<file path="src/rtl/vend_ctrl.sv">
// vend_ctrl: credit-and-dispense controller for a four-product vending machine.
// Optional feature macro: VEND_TIMEOUT_EN (idle auto-refund after TIMEOUT cycles).
module vend_ctrl #(
   parameter int CW         = 4,
   parameter int MAX_CREDIT = 10,
   parameter int PRICE0     = 3,
   parameter int PRICE1     = 2,
   parameter int PRICE2     = 4,
   parameter int PRICE3     = 5,
   parameter int TIMEOUT    = 1000
) (
   input  logic          clk,
   input  logic          rstn,
   input  logic          coin1,
   input  logic          coin2,
   input  logic          sel_valid,
   input  logic [1:0]    sel_id,
   input  logic          cancel,
   input  logic          disp_ack,
   output logic          disp_req,
   output logic [1:0]    disp_id,
   output logic          chg_pulse,
   output logic          coin_reject,
   output logic          sel_nak,
   output logic [CW-1:0] credit,
   output logic          busy
);
   typedef enum logic [1:0] {S_IDLE, S_VEND, S_CHANGE} state_t;

   state_t        state_q, state_d;
   logic [CW-1:0] credit_q, credit_d, price;
   logic [CW:0]   sum;
   logic          disp_req_q, disp_req_d;
   logic [1:0]    disp_id_q, disp_id_d;
   logic          chg_pulse_q, chg_pulse_d;
   logic          coin_reject_q, coin_reject_d;
   logic          sel_nak_q, sel_nak_d;
`ifdef VEND_TIMEOUT_EN
   localparam int TW = $clog2(TIMEOUT + 1);
   logic [TW-1:0] tmr_q, tmr_d;
`endif

   if (MAX_CREDIT > (2 ** CW) - 1 || TIMEOUT < 1) begin : g_param_check
      $error("vend_ctrl: MAX_CREDIT does not fit in CW bits or TIMEOUT < 1");
   end

   // price lookup and credit-plus-coins sum (one extra bit to detect overflow)
   always_comb begin
      price = sel_id == 2'd0 ? CW'(PRICE0) :
              sel_id == 2'd1 ? CW'(PRICE1) :
              sel_id == 2'd2 ? CW'(PRICE2) : CW'(PRICE3);
      sum   = {1'b0, credit_q} + {{CW{1'b0}}, coin1} + {{(CW-1){1'b0}}, coin2, 1'b0};
   end

   // next-state and next-output logic; pulse outputs default low every cycle
   always_comb begin
      state_d       = state_q;
      credit_d      = credit_q;
      disp_req_d    = disp_req_q;
      disp_id_d     = disp_id_q;
      chg_pulse_d   = 1'b0;
      coin_reject_d = 1'b0;
      sel_nak_d     = 1'b0;
`ifdef VEND_TIMEOUT_EN
      tmr_d         = '0;
`endif
      case (state_q)
         S_IDLE: begin
            if (cancel && credit_q != '0) begin
               state_d       = S_CHANGE;
               coin_reject_d = coin1 | coin2;
            end else if (sel_valid && credit_q >= price) begin
               credit_d      = credit_q - price;
               disp_req_d    = 1'b1;
               disp_id_d     = sel_id;
               state_d       = S_VEND;
               coin_reject_d = coin1 | coin2;
            end else begin
               sel_nak_d = sel_valid;
               if (sum <= (CW+1)'(MAX_CREDIT))
                  credit_d = sum[CW-1:0];
               else
                  coin_reject_d = 1'b1;
`ifdef VEND_TIMEOUT_EN
               if (!(coin1 | coin2 | sel_valid | cancel) && credit_q != '0) begin
                  if (tmr_q == TW'(TIMEOUT - 1))
                     state_d = S_CHANGE;
                  else
                     tmr_d = tmr_q + 1'b1;
               end
`endif
            end
         end
         S_VEND: begin
            coin_reject_d = coin1 | coin2;
            if (disp_ack) begin
               disp_req_d = 1'b0;
               state_d    = credit_q != '0 ? S_CHANGE : S_IDLE;
            end
         end
         S_CHANGE: begin
            coin_reject_d = coin1 | coin2;
            if (chg_pulse_q) begin
               state_d = credit_q == '0 ? S_IDLE : S_CHANGE;
            end else begin
               chg_pulse_d = 1'b1;
               credit_d    = credit_q - 1'b1;
            end
         end
         default: state_d = S_IDLE;
      endcase
   end

   // state and registered outputs, cleared by synchronous active-low reset
   always_ff @(posedge clk) begin
      if (!rstn) begin
         state_q       <= S_IDLE;
         credit_q      <= '0;
         disp_req_q    <= 1'b0;
         disp_id_q     <= 2'd0;
         chg_pulse_q   <= 1'b0;
         coin_reject_q <= 1'b0;
         sel_nak_q     <= 1'b0;
      end else begin
         state_q       <= state_d;
         credit_q      <= credit_d;
         disp_req_q    <= disp_req_d;
         disp_id_q     <= disp_id_d;
         chg_pulse_q   <= chg_pulse_d;
         coin_reject_q <= coin_reject_d;
         sel_nak_q     <= sel_nak_d;
      end
   end

`ifdef VEND_TIMEOUT_EN
   // idle refund counter
   always_ff @(posedge clk) begin
      if (!rstn)
         tmr_q <= '0;
      else
         tmr_q <= tmr_d;
   end
`endif

   assign disp_req    = disp_req_q;
   assign disp_id     = disp_id_q;
   assign chg_pulse   = chg_pulse_q;
   assign coin_reject = coin_reject_q;
   assign sel_nak     = sel_nak_q;
   assign credit      = credit_q;
   assign busy        = state_q != S_IDLE;
endmodule

</file>
<file path="config.mk">
export PLATFORM = sky130hd
export DESIGN_NAME = vend_ctrl
export DESIGN_NICKNAME = d
export VERILOG_FILES = /design/src/rtl/vend_ctrl.sv
export SDC_FILE = /design/constraint.sdc
export NUM_CORES = 1
export LEC_CHECK = 0
export CAP_MARGIN = 10
export CORE_MARGIN = 3
export CORE_UTILIZATION = 25
export DETAILED_ROUTE_END_ITERATION = 12
export PLACE_DENSITY = 0.5
export SLEW_MARGIN = 20
export SYNTH_ARGS = -nofsm -noshare
export SYNTH_HDL_FRONTEND = slang
export SYNTH_SLANG_ARGS = --single-unit
</file>
<file path="constraint.sdc">
create_clock -name clk -period 3.4 [get_ports clk]
set_input_delay 0.85 -clock clk [delete_from_list [all_inputs] [get_ports clk]]
set_output_delay 0.85 -clock clk [all_outputs]
set_load 0.05 [all_outputs]
</file>
==> results_dict.tcl <==
set metrics [dict create \
    initialDrtViolationCount 56 \
    die_h_um 72.1 \
    cts-htree-levels 1 \
    fin_crit_sh 0.974 \
    fp.dieW_um 72.1 \
    clk_latency_ns 0.25 \
    initial_core_util 0.266 \
    leakage_nw 0.617 \
    fmax_mhz 302 \
    drive_above_1_share 0.146 \
    boundaryPins 20 \
    cts-root-buf "clkbuf_8" \
    final_common_cell "clkdlybuf4s50_1" \
    cts_inserted_buffers 3 \
    nets 182 \
    fin_skew_ns 0.00135 \
    finalCriticalPeriod_ns 3.31 \
    fp.dieArea_mm2 0.00520 \
    hold_viol_final 0 \
    overflow 0 \
    grt_pass1_vias 981 \
    ys_types 39 \
    port_buffers 19 \
    grt_start_max_net_pins 18 \
    ant_nets 0 \
    cp.required_ns 3.57 \
    fin_setup_tns_ns 0 \
    grt_use_total 0.116 \
    routed_wl_mm 3.04 \
    hpwl_mm 2.24 \
    syn_area_mm2 0.00109 \
    syn_to_final_growth_pct 35.0 \
    cts.path.max_buffers 2 \
    place_congestion 0.775 \
    final_cell_mix "clkdlybuf4s50_1 (18), inv_1 (15), dfxtp_1 (12), nand2_1 (11), ha_1 (11)" \
    grt_first_pass_wirelength_mm 4.69 \
    drc 0 \
    crit_path_start_kind "input pin" \
    seq_area_frac_synth 0.220 \
    critPathBufInv 4 \
    dp_worst_setup_slack_ns -0.145 \
    cp_common_cell "inv_1" \
    first_pass_iters 6 \
    timing.critical_path.cells "clkdlybuf4s50_1 -> inv_1 -> ha_1 -> inv_1 -> ha_4 -> inv_2 -> fa_2 -> a211oi_4 -> a21boi_4 -> o311ai_4 -> mux2i_1" \
    synth-seq-cells 12 \
    cp_slowest_cell "clkdlybuf4s50_1" \
    syn_avg_cell_area_um2 8.28 \
    cap_violations 0 \
    via_per_inst 5.23 \
    antenna_found_initial 0 \
    fp-row-count 23 \
    setup_ws_ns 0.0869 \
    clkTransAtPathRegs_ns 0.06 \
    maxSlewHeadroom 0.571 \
    p_per_area_mw_per_mm2 910 \
    arrival_ns 3.48 \
    crit_family "compound AO/OA/AOI/OAI gates" \
    critical-path-max-stage-delay_ns 0.48 \
    crit_path_end_kind "flop" \
    coreArea_mm2 0.00412 \
    setup_viol 0 \
    final-max-slew-violation-count 0 \
    vdd_drop_max_mv 0.275 \
    netlist_instances 132 \
    cts_tree "done" \
    criticalPathCategory "in -> reg" \
    worst_pin_slew_ns 0.641 \
    min_path_type "reg -> reg" \
    fillers 426 \
    crit_path_max_fanout 5 \
    synth.net_count 155 \
    status "completed" \
    wl_per_cell_um 14.6 \
    vias 1088 \
    antennaDiodeCount 0 \
    yosys_warnings 0 \
    clock-sinks 12 \
]
==> kinds of logic (layout without fill, tap and decap cells) <==
family                   Yosys count  after routing  synth area share
flip-flops                        12             12             0.220
multiplexers                       9              9            0.0847
buffers and inverters             21             46            0.0755
adder cells (fa/ha/maj)           14             14             0.174
AO/OA/AOI/OAI                     33             34             0.241
AND/OR/NAND/NOR                   41             41             0.189
XOR/XNOR                           2              2            0.0160
==> final timing paths <==
check                                start          to  slack [ns]  cells past startpoint
worst max-delay path             sel_id[1]   credit[3]        0.09                     11
worst min register to register  state_q[1]  state_q[1]        0.50                      2
worst min-delay path            state_q[1]  state_q[1]        0.50                      2
worst max register to register   credit[0]   credit[3]        0.95                      7
==> final cells by class <==
| cell class | count | area (um^2) | share of cell area |
|---|---|---|---|
| Multi-Input combinational cell | 100 | 813 | 0.551 |
| Timing Repair Buffer | 26 | 245 | 0.166 |
| Sequential cell | 12 | 240 | 0.163 |
| Tap cell | 50 | 62.6 | 0.0424 |
| Inverter | 16 | 60.1 | 0.0407 |
| Clock buffer | 4 | 55.1 | 0.0373 |
==> timing repair <==
item                       in CTS  in global routing
hold buffers                    0                  0
setup endpoints to repair       0                  5
resized for setup               0                  8
setup buffers                   0                  1
==> cell usage after synthesis <==
cell | number | area, um^2
inv_1 | 16 | 60.1
dfxtp_1 | 12 | 240
ha_1 | 12 | 150
nand2_1 | 11 | 41.3
nor2_1 | 8 | 30.0
mux2i_1 | 7 | 70.1
o21ai_0 | 7 | 35.0
a21oi_1 | 4 | 20.0
clkbuf_1 | 4 | 15.0
nand3_1 | 4 | 20.0
nor2b_1 | 4 | 25.0
o211ai_1 | 4 | 30.0
nand4_1 | 3 | 18.8
o2111ai_1 | 3 | 26.3
a211o_1 | 2 | 17.5
a21o_1 | 2 | 15.0
and2_1 | 2 | 12.5
fa_1 | 2 | 40.0
mux2_2 | 2 | 22.5
nor3_1 | 2 | 10.0
or3_1 | 2 | 12.5
xor2_1 | 2 | 17.5
a2111oi_0 | 1 | 8.76
a211oi_1 | 1 | 7.51
a211oi_2 | 1 | 12.5
a21boi_1 | 1 | 7.51
a21boi_4 | 1 | 18.8
a311o_1 | 1 | 10.0
a311oi_1 | 1 | 8.76
a31oi_1 | 1 | 6.26
a32oi_1 | 1 | 8.76
and2b_1 | 1 | 7.51
buf_4 | 1 | 7.51
nand2b_1 | 1 | 6.26
nand4b_1 | 1 | 8.76
nor3b_1 | 1 | 7.51
o21ai_1 | 1 | 5.00
o311ai_4 | 1 | 26.3
or2_2 | 1 | 6.26
==> sequential cells by signal (all words and copies together) (netlist names) <==
name,count
chg_pulse,1
coin_reject,1
credit,4
disp_id,2
disp_req,1
sel_nak,1
state_q,2
==> through the flow <==
| stage | hold slack, ns | cells | util | area, um^2 | power [mW] |
|---|---|---|---|---|---|
| 3_3_place_gp | 0.480 | 202 | 0.333 | 1370 | 1.12 |
| 6_report | 0.499 | 208 | 0.359 | 1480 | 1.34 |
| 5_1_grt | 0.523 | 208 | 0.359 | 1480 | 1.44 |
| 2_1_floorplan | 0.468 | 132 | - | 1090 | 0.893 |
| 4_1_cts | 0.497 | 206 | 0.346 | 1420 | 1.30 |
| 3_5_place_dp | 0.489 | 202 | 0.333 | 1370 | 1.13 |
==> worst min-delay path, delay by kind of cell (launching register included) <==
family           cells  cell delay, ns
flip-flops           1            0.34
AO/OA/AOI/OAI        1            0.05
AND/OR/NAND/NOR      1            0.06
==> routing by layer <==
layer	vias up	routed length (um)	global-route usage
li1	531	-	-
met1	507	1410	0.159
met2	42	1370	0.179
met3	8	219	0.0319
met4	0	37	0.0313
met5	-	0	0
==> power by group <==
group          switching [mW]  total (mW)  internal [mW]
clock network          0.0605       0.163          0.103
registers              0.0640       0.250          0.186
logic                   0.539       0.930          0.391
Power figures use the tool's default switching activity.
